### config.mk
export PLATFORM = sky130hd
export DESIGN_NAME = approx_err_acc
export DESIGN_NICKNAME = d
export VERILOG_FILES = /design/src/rtl/approx_chk_pkg.sv /design/src/rtl/approx_err_acc.sv
export SDC_FILE = /design/constraint.sdc
export NUM_CORES = 1
export LEC_CHECK = 0
export CORE_MARGIN = 1
export CORE_UTILIZATION = 53
export CTS_BUF_LIST = sky130_fd_sc_hd__clkbuf_8
export CTS_CLUSTER_SIZE = 8
export DETAILED_ROUTE_END_ITERATION = 12
export PLACE_DENSITY = 0.82
export SYNTH_ARGS = -nofsm -noshare
export SYNTH_HDL_FRONTEND = slang
export SYNTH_SLANG_ARGS = --single-unit
### constraint.sdc
create_clock -name clk -period 6.3 [get_ports clk]
set_input_delay 1.26 -clock clk [delete_from_list [all_inputs] [get_ports clk]]
set_output_delay 1.26 -clock clk [all_outputs]
set_load 0.02 [all_outputs]
### src/rtl/approx_chk_pkg.sv
// Shared types and helpers for the approximate-multiplier sweep checker.
//   state_e  : checker FSM states
//   abs_diff : unsigned |a - b| on a 32-bit carrier
//   sat_inc  : increment that sticks at the all-ones value of a w-bit field
package approx_chk_pkg;

  typedef enum logic [1:0] {
    StIdle,
    StSweep,
    StDrain,
    StDone
  } state_e;

  localparam int unsigned FnW = 32;

  function automatic logic [FnW-1:0] abs_diff(input logic [FnW-1:0] a,
                                              input logic [FnW-1:0] b);
    return (a >= b) ? (a - b) : (b - a);
  endfunction

  // Callers zero-extend a w-bit field (w <= 32) and take the low w bits back.
  function automatic logic [FnW-1:0] sat_inc(input logic [FnW-1:0] v, input int unsigned w);
    logic [FnW-1:0] max_v;
    max_v = (w >= FnW) ? '1 : ((32'd1 << w) - 32'd1);
    return (v >= max_v) ? max_v : (v + 32'd1);
  endfunction

endpackage

### src/rtl/approx_err_acc.sv
// Second pipeline stage of the sweep checker: exact product, absolute error against the
// approximate product, and saturating error statistics.
// Optional feature macro: ERR_HIST_EN adds err_hist_o, one saturating bin per error value.
// Ports:
//   clk, rst_n     clock, synchronous active-low reset
//   clr_i          clear all statistics (start of a new sweep)
//   valid_i        S1 holds a sample to account this cycle
//   op_a_i/op_b_i  operands registered in S1
//   approx_i       approximate product registered in S1
//   sample_cnt_o   samples accounted
//   viol_cnt_o     samples with error > ET
//   max_err_o      largest error seen
//   err_sum_o      sum of errors
//   err_hist_o     (ERR_HIST_EN only) flattened bins, bin i at [i*CNT_W +: CNT_W]
module approx_err_acc
  import approx_chk_pkg::*;
#(
  parameter int unsigned OPW   = 2,
  parameter int unsigned ET    = 1,
  parameter int unsigned CNT_W = 16
) (
  input  logic                        clk,
  input  logic                        rst_n,
  input  logic                        clr_i,
  input  logic                        valid_i,
  input  logic [OPW-1:0]              op_a_i,
  input  logic [OPW-1:0]              op_b_i,
  input  logic [2*OPW-1:0]            approx_i,
  output logic [CNT_W-1:0]            sample_cnt_o,
  output logic [CNT_W-1:0]            viol_cnt_o,
  output logic [2*OPW-1:0]            max_err_o,
  output logic [CNT_W+2*OPW-1:0]      err_sum_o
`ifdef ERR_HIST_EN
  ,
  output logic [(2**(2*OPW))*CNT_W-1:0] err_hist_o
`endif
);

  localparam int unsigned PW    = 2 * OPW;
  localparam int unsigned SW    = CNT_W + PW;
  localparam int unsigned NBins = 2 ** PW;

  logic [PW-1:0]    exact;
  logic [PW-1:0]    err;
  logic [FnW-1:0]   diff_w;
  logic             viol;
  logic [FnW-1:0]   sample_inc;
  logic [FnW-1:0]   viol_inc;
  logic [SW:0]      sum_ext;

  logic [CNT_W-1:0] sample_cnt_q, sample_cnt_d;
  logic [CNT_W-1:0] viol_cnt_q, viol_cnt_d;
  logic [PW-1:0]    max_err_q, max_err_d;
  logic [SW-1:0]    err_sum_q, err_sum_d;

  // OPW x OPW product always fits in PW bits.
  always_comb begin
    exact  = PW'(op_a_i) * PW'(op_b_i);
    diff_w = abs_diff(FnW'(exact), FnW'(approx_i));
    err    = diff_w[PW-1:0];
    viol   = diff_w > ET;
  end

  always_comb begin
    sample_cnt_d = sample_cnt_q;
    viol_cnt_d   = viol_cnt_q;
    max_err_d    = max_err_q;
    err_sum_d    = err_sum_q;
    sample_inc   = sat_inc(FnW'(sample_cnt_q), CNT_W);
    viol_inc     = sat_inc(FnW'(viol_cnt_q), CNT_W);
    // Extra top bit catches the carry so the sum can stick at all-ones.
    sum_ext      = {1'b0, err_sum_q} + (SW + 1)'(err);
    if (clr_i) begin
      sample_cnt_d = '0;
      viol_cnt_d   = '0;
      max_err_d    = '0;
      err_sum_d    = '0;
    end else if (valid_i) begin
      sample_cnt_d = sample_inc[CNT_W-1:0];
      if (viol) viol_cnt_d = viol_inc[CNT_W-1:0];
      if (err > max_err_q) max_err_d = err;
      err_sum_d = sum_ext[SW] ? '1 : sum_ext[SW-1:0];
    end
  end

  always_ff @(posedge clk) begin
    if (!rst_n) begin
      sample_cnt_q <= '0;
      viol_cnt_q   <= '0;
      max_err_q    <= '0;
      err_sum_q    <= '0;
    end else begin
      sample_cnt_q <= sample_cnt_d;
      viol_cnt_q   <= viol_cnt_d;
      max_err_q    <= max_err_d;
      err_sum_q    <= err_sum_d;
    end
  end

  assign sample_cnt_o = sample_cnt_q;
  assign viol_cnt_o   = viol_cnt_q;
  assign max_err_o    = max_err_q;
  assign err_sum_o    = err_sum_q;

`ifdef ERR_HIST_EN
  logic [CNT_W-1:0] hist_q [NBins];
  logic [CNT_W-1:0] hist_d [NBins];
  logic [FnW-1:0]   bin_inc;

  always_comb begin
    hist_d  = hist_q;
    bin_inc = sat_inc(FnW'(hist_q[err]), CNT_W);
    if (clr_i) begin
      for (int i = 0; i < NBins; i++) hist_d[i] = '0;
    end else if (valid_i) begin
      hist_d[err] = bin_inc[CNT_W-1:0];
    end
  end

  always_ff @(posedge clk) begin
    if (!rst_n) begin
      for (int i = 0; i < NBins; i++) hist_q[i] <= '0;
    end else begin
      hist_q <= hist_d;
    end
  end

  always_comb begin
    err_hist_o = '0;
    for (int i = 0; i < NBins; i++) err_hist_o[i*CNT_W +: CNT_W] = hist_q[i];
  end
`endif

endmodule

==> impl_metrics.yaml <==
cts:
  cts_sinks: 56
  cts_max_path_buffers: 2
  cts_inserted_buffers: 5
  insertion_delay_ps: 300
  clockRootBuffer: "clkbuf_8"
  clkSlewWorstSetupHoldPaths_ps: 90
  post_cts_buffers: 0
  cts_resized: 0
  tritoncts: "built"
  h-tree-depth: 2
  cts-hold-fix-buffers: 0
logic_synthesis:
  synth-edff-count: 0
  yosysTopAreaCell: "dfxtp_1"
  synth_seq_cells: 56
  synth.top_cell.area_share: 0.343
  avgSynthCellArea_um2: 8.35
  synth_area_leaders: "dfxtp_1, ha_1, a21oi_1"
  yosys_warnings: 0
  syn_inst: 391
  synthFlopType: "dfxtp_1"
  yosysSeqAreaShare: 0.343
  ys_types: 58
  async_reset_ff_frac: 0
  synth_area_um2: 3270
  syn-num-nets: 427
global_routing:
  antenna_found_initial: 0
  overflow: 0
  grtUsageTotal: 0.233
  grt_max_degree: 49
  grt_pass1_wl_mm: 12.0
  first_global_vias: 2678
sta:
  finalMaxSlewViolations: 0
  hold_slack_ps: 522
  tightestPinTransition_ps: 1000
  hold_viol_final: 0
  skew_ps: 5.82
  period_share: 0.834
  period_needed_ps: 5260
  fin_setup_tns_ps: 0
  rsz0062_at_grt: "false"
  fmax_mhz: 190
  setup_viol: 0
  maxSlewHeadroom: 0.332
final_layout:
  drive_above_1_share: 0.0510
  area_delta_synth_final_pct: 24.7
  nNetsFinal: 488
  fin_area_um2: 4070
  antennaDiodeCount: 0
detailed_routing:
  drc: 0
  drt_iter0_markers: 115
  routed_wl_mm: 7.58
  vias: 3094
  post_drt_via_cell_ratio: 5.88
  avgRoutedWirePerCell_um: 14.4
  dr.pass1.iters: 4
  detail-route-antenna-nets: 0
floorplan:
  die_x_um: 80.5
  die-area_um2: 6480
  die_y_um: 80.5
  initial_core_util: 0.552
  coreArea_um2: 5920
  rows: 28
  num_io_pins: 68
placed_design:
  dpl_cell_area_um2: 3970
  gp_congestion: 0.878
  dp_hpwl_mm: 5.55
  port_buffers: 67
setup_path:
  worst_r2r_endpoint: "err_sum_o[17]"
  startpoint: "op_a_i[0]"
  crit_path_start_kind: "input port"
  crit_required_ps: 6520
  timing.rr.start: "err_sum_o[0]"
  reg2reg_depth: 10
  critPathMaxFanout: 9
  criticalPathCategory: "input port to register"
  cp.arrival_ps: 5480
  critPathCapture: "err_sum_o[17]"
  r2r_slack_ps: 3770
  worst_setup_path_end_kind: "register"
job:
  max_cap_violations: 0
min_path:
  hold_depth: 1
  holdCritPathClass: "register to register"
run_status:
  outcome: "completed"
power_and_ir_drop:
  p_total_mw: 0.731
  power.density_nw_per_um2: 180
  power_leakage_nw: 1.45
  ir_worst_vdd_v: 0.000127
-- logic make-up after synthesis --
logic type,count (synthesis),share of synthesized area
AOI/OAI and AO/OA,96,0.198
xor gates and xnor gates,20,0.0536
adders and majority gates,24,0.0989
buffers and inverters,38,0.0483
DFF,56,0.343
muxes,8,0.0249
and+or+nand+nor,149,0.233
-- power by group --
part / switching [mW] / internal, mW
clock: 0.110 / 0.114
sequential: 0.00519 / 0.359
combinational: 0.0794 / 0.0637
total: 0.195 / 0.537
-- Yosys cell counts (3+ instances only) --
| library cell | count |
|---|---|
| a31oi_1 | 7 |
| o31ai_1 | 3 |
| o21a_1 | 4 |
| a311oi_1 | 4 |
| nor2_1 | 31 |
| a211oi_1 | 3 |
| dfxtp_1 | 56 |
| nand4_1 | 8 |
| nand3_1 | 15 |
| nor3_1 | 14 |
| clkbuf_1 | 11 |
| a21oi_1 | 37 |
| nor2b_1 | 3 |
| inv_1 | 24 |
| and2_1 | 5 |
| fa_1 | 3 |
| xnor2_1 | 8 |
| and3_1 | 12 |
| ha_1 | 21 |
| xor2_1 | 12 |
| o21ai_0 | 13 |
| nand2_1 | 38 |
| nand2b_1 | 4 |
| a21o_1 | 5 |
| mux2i_1 | 7 |
-- cell usage in the layout (no fill, tap or decap), drive strengths merged, types with 14 or more instances in the layout --
cell,count
nor2,32
dfxtp,56
o21ai,14
a21oi,37
nor3,16
nand2,38
clkdlybuf4s50,67
ha,21
nand3,15
inv,24
-- how the worst min path moves through the flow --
stage | start | endpoint | slack, ps
final | err_sum_o[14] | err_sum_o[14] | 520
after global routing | max_err_o[0] | max_err_o[0] | 550
after CTS | err_sum_o[6] | err_sum_o[6] | 520
after detailed placement | err_sum_o[6] | err_sum_o[6] | 500
after global placement | err_sum_o[14] | err_sum_o[14] | 480
after floorplan | err_sum_o[14] | err_sum_o[14] | 540
-- sequential cells by signal, summed over array words and instances (netlist names) --
signal / count
err_sum_o: 20
sample_cnt_o: 16
viol_cnt_o: 16
max_err_o: 4
-- through the flow --
stage | instances | util | setup WS (ps)
5_1_grt | 526 | 0.688 | 729
6_report | 526 | 0.688 | 1040
3_5_place_dp | 520 | 0.671 | 797
4_1_cts | 526 | 0.688 | 1060
3_3_place_gp | 520 | 0.671 | 976
2_1_floorplan | 391 | - | 1380
-- critical path, cell delays in order --
cell and delay, ps:
clkdlybuf4s50_1 420, and2_1 170, ha_1 190, ha_1 290, ha_1 370, o21a_1 220
nor2_1 150, nor2_2 70, mux2i_1 340, inv_1 110, fa_1 440, nor2b_1 160
a221oi_1 160, nor2_1 230, nand2_1 110, or2_2 400, and4_1 230, nor3_1 150
-- layout make-up --
cell class	instances	area, um^2
clock buffer	5	68.8
tap	75	93.8
multi-input combinational	297	1990
fill	490	1850
clock inverter	1	30.0
timing repair buffer	68	678
inverter	24	90.1
sequential	56	1120
-- metal layers --
metal,up-vias,routed length [um],GRT usage,share of wire
met5,-,0,0,0
met4,0,74,0.0661,0.0098
met3,7,377,0.0420,0.050
met2,80,3810,0.419,0.50
met1,1483,3320,0.280,0.44
li1,1524,-,-,-
Note: power is estimated with default switching activity, not from simulation.
==> RTL edit (config.mk and constraints unchanged) <==
`err_sum_q` no longer has a reset.
--- a/src/rtl/approx_err_acc.sv
+++ b/src/rtl/approx_err_acc.sv
@@ -89,11 +89,13 @@
       viol_cnt_q   <= '0;
       max_err_q    <= '0;
-      err_sum_q    <= '0;
     end else begin
       sample_cnt_q <= sample_cnt_d;
       viol_cnt_q   <= viol_cnt_d;
       max_err_q    <= max_err_d;
-      err_sum_q    <= err_sum_d;
     end
+  end
+
+  always_ff @(posedge clk) begin
+    err_sum_q <= err_sum_d;
   end
 
Check against the original RTL: not equivalent (Yosys sat finds a counterexample within 4 cycles, from zero or initial values; the reset may be asserted at any time).
==> RTL edit against the original RTL <==
- final area is 2.2% higher
- worst setup slack better by 0.14 ns
- area after synthesis is 1.7% higher
- global-route usage is 0.87 points higher
- combinational power is 26% higher
- sequential cell count stayed put
- wire length is 0.40% higher
- power is 10% higher
- synthesized cell count is 2.3% higher
- largest power group unchanged
- highest routed layer unchanged
==> RTL edit: results (changes against the original RTL) <==
synthesized-area fraction occupied by ao, oa, aoi and oai cells 19.4% (was 19.8%); reg-to-reg critical path endpoint viol_cnt_o[5] (was err_sum_o[17]); number of distinct library cell variants in the gate-level netlist after synthesis 49 (was 58); total length of routed met2 wires 3710 um (was 3810 um); Endpoint, Worst Hold err_sum_o[2] (was err_sum_o[14]); DRT Wirelength 7610 um (was 7580 um); Initial DRC Count 301 (was 115); number of global-route vias before repair 2906 (was 2678); startpoint of the worst-slack reg-to-reg timing path viol_cnt_o[0] (was err_sum_o[0]); highest ir drop seen on vdd 147 uV (was 127 uV); Register-to-Register Path Depth 7 (was 10); PnR worst setup slack 1.18 ns (was 1.04 ns); largest net degree at the start of global routing 37 (was 49); cell type of the slowest stage on the worst timing path sky130_fd_sc_hd__or4b_1 (was sky130_fd_sc_hd__fa_1); number of nets in the finished design 497 (was 488); count of vias placed by the detailed router 3141 (was 3094); Cells after DPL 529 (was 520); worst-case headroom to the max-slew limit 49.3% (was 33.2%); Mapped Cells 400 (was 391); worst hold path cell count 2 (was 1); Global Route met1 Usage 30.2% (was 28.0%); share of synthesized area spent on multiplexers 3.32% (was 2.49%); outcome finished, final reports clean (unchanged); half-perimeter wire length of the detailed placement result 5440 um (was 5550 um); clock network power consumption 253 uW (was 224 uW); delay of the slowest cell on the worst path 0.48 ns (was 0.44 ns); share of power burned in combinational logic 22.3% (was 19.6%); ratio of routed vias to standard cells 5.85 (was 5.88); most frequent cells after synthesis 56 x sky130_fd_sc_hd__dfxtp_1, 44 x sky130_fd_sc_hd__nand2_1, 38 x sky130_fd_sc_hd__nor2_1 (was 56 x sky130_fd_sc_hd__dfxtp_1, 38 x sky130_fd_sc_hd__nand2_1, 37 x sky130_fd_sc_hd__a21oi_1); GR met3 Demand/Resource 3.48% (was 4.20%); Setup Slack @ Placement 0.851 ns (was 0.797 ns); Area contributors post-synth sky130_fd_sc_hd__dfxtp_1 34%, sky130_fd_sc_hd__ha_1 7.9%, sky130_fd_sc_hd__nand2_1 5.0%, sky130_fd_sc_hd__a21oi_1 4.4%, sky130_fd_sc_hd__nor2_1 4.3% (was sky130_fd_sc_hd__dfxtp_1 34%, sky130_fd_sc_hd__ha_1 8.0%, sky130_fd_sc_hd__a21oi_1 5.7%, sky130_fd_sc_hd__nand2_1 4.4%, sky130_fd_sc_hd__nor2_1 3.6%); data arrival time of the worst path 5.30 ns (was 5.48 ns); WL met1 3460 um (was 3320 um); origin of the worst min-delay path err_sum_o[2] (was err_sum_o[14]); instance area at placement 4040 um^2 (was 3970 um^2); post-synthesis share of cell area spent on xor and xnor gates 5.28% (was 5.36%)
-- RTL edit: cell count changes in the layout (fill, tap and decap cells not counted), sizes merged, moves of 4 or more --
cell,unedited run,this run
a211oi,4,9
a21oi,37,29
a311oi,4,8
a31oi,7,12
a41oi,1,5
mux2i,7,11
nand2,38,44
nor2,32,38
nor3,16,10
-- RTL edit: worst max-delay path: cells and delay by family --
kind | cells | cell delay [ns]
compound gates | 3 | 0.75
fa+ha+maj | 4 | 1.20
buf+inv | 2 | 0.58
mux | 1 | 0.13
simple gates | 8 | 1.38
-- RTL edit: layout make-up --
cell class                      count  area (um^2)  area share, %
Sequential cell                    56         1120           26.9
Timing Repair Buffer               71          701           16.8
Clock inverter                      2         38.8          0.932
Tap cell                           75         93.8           2.25
Clock buffer                        6         82.6           1.98
Multi-Input combinational cell    306         2050           49.2
Inverter                           21         78.8           1.89
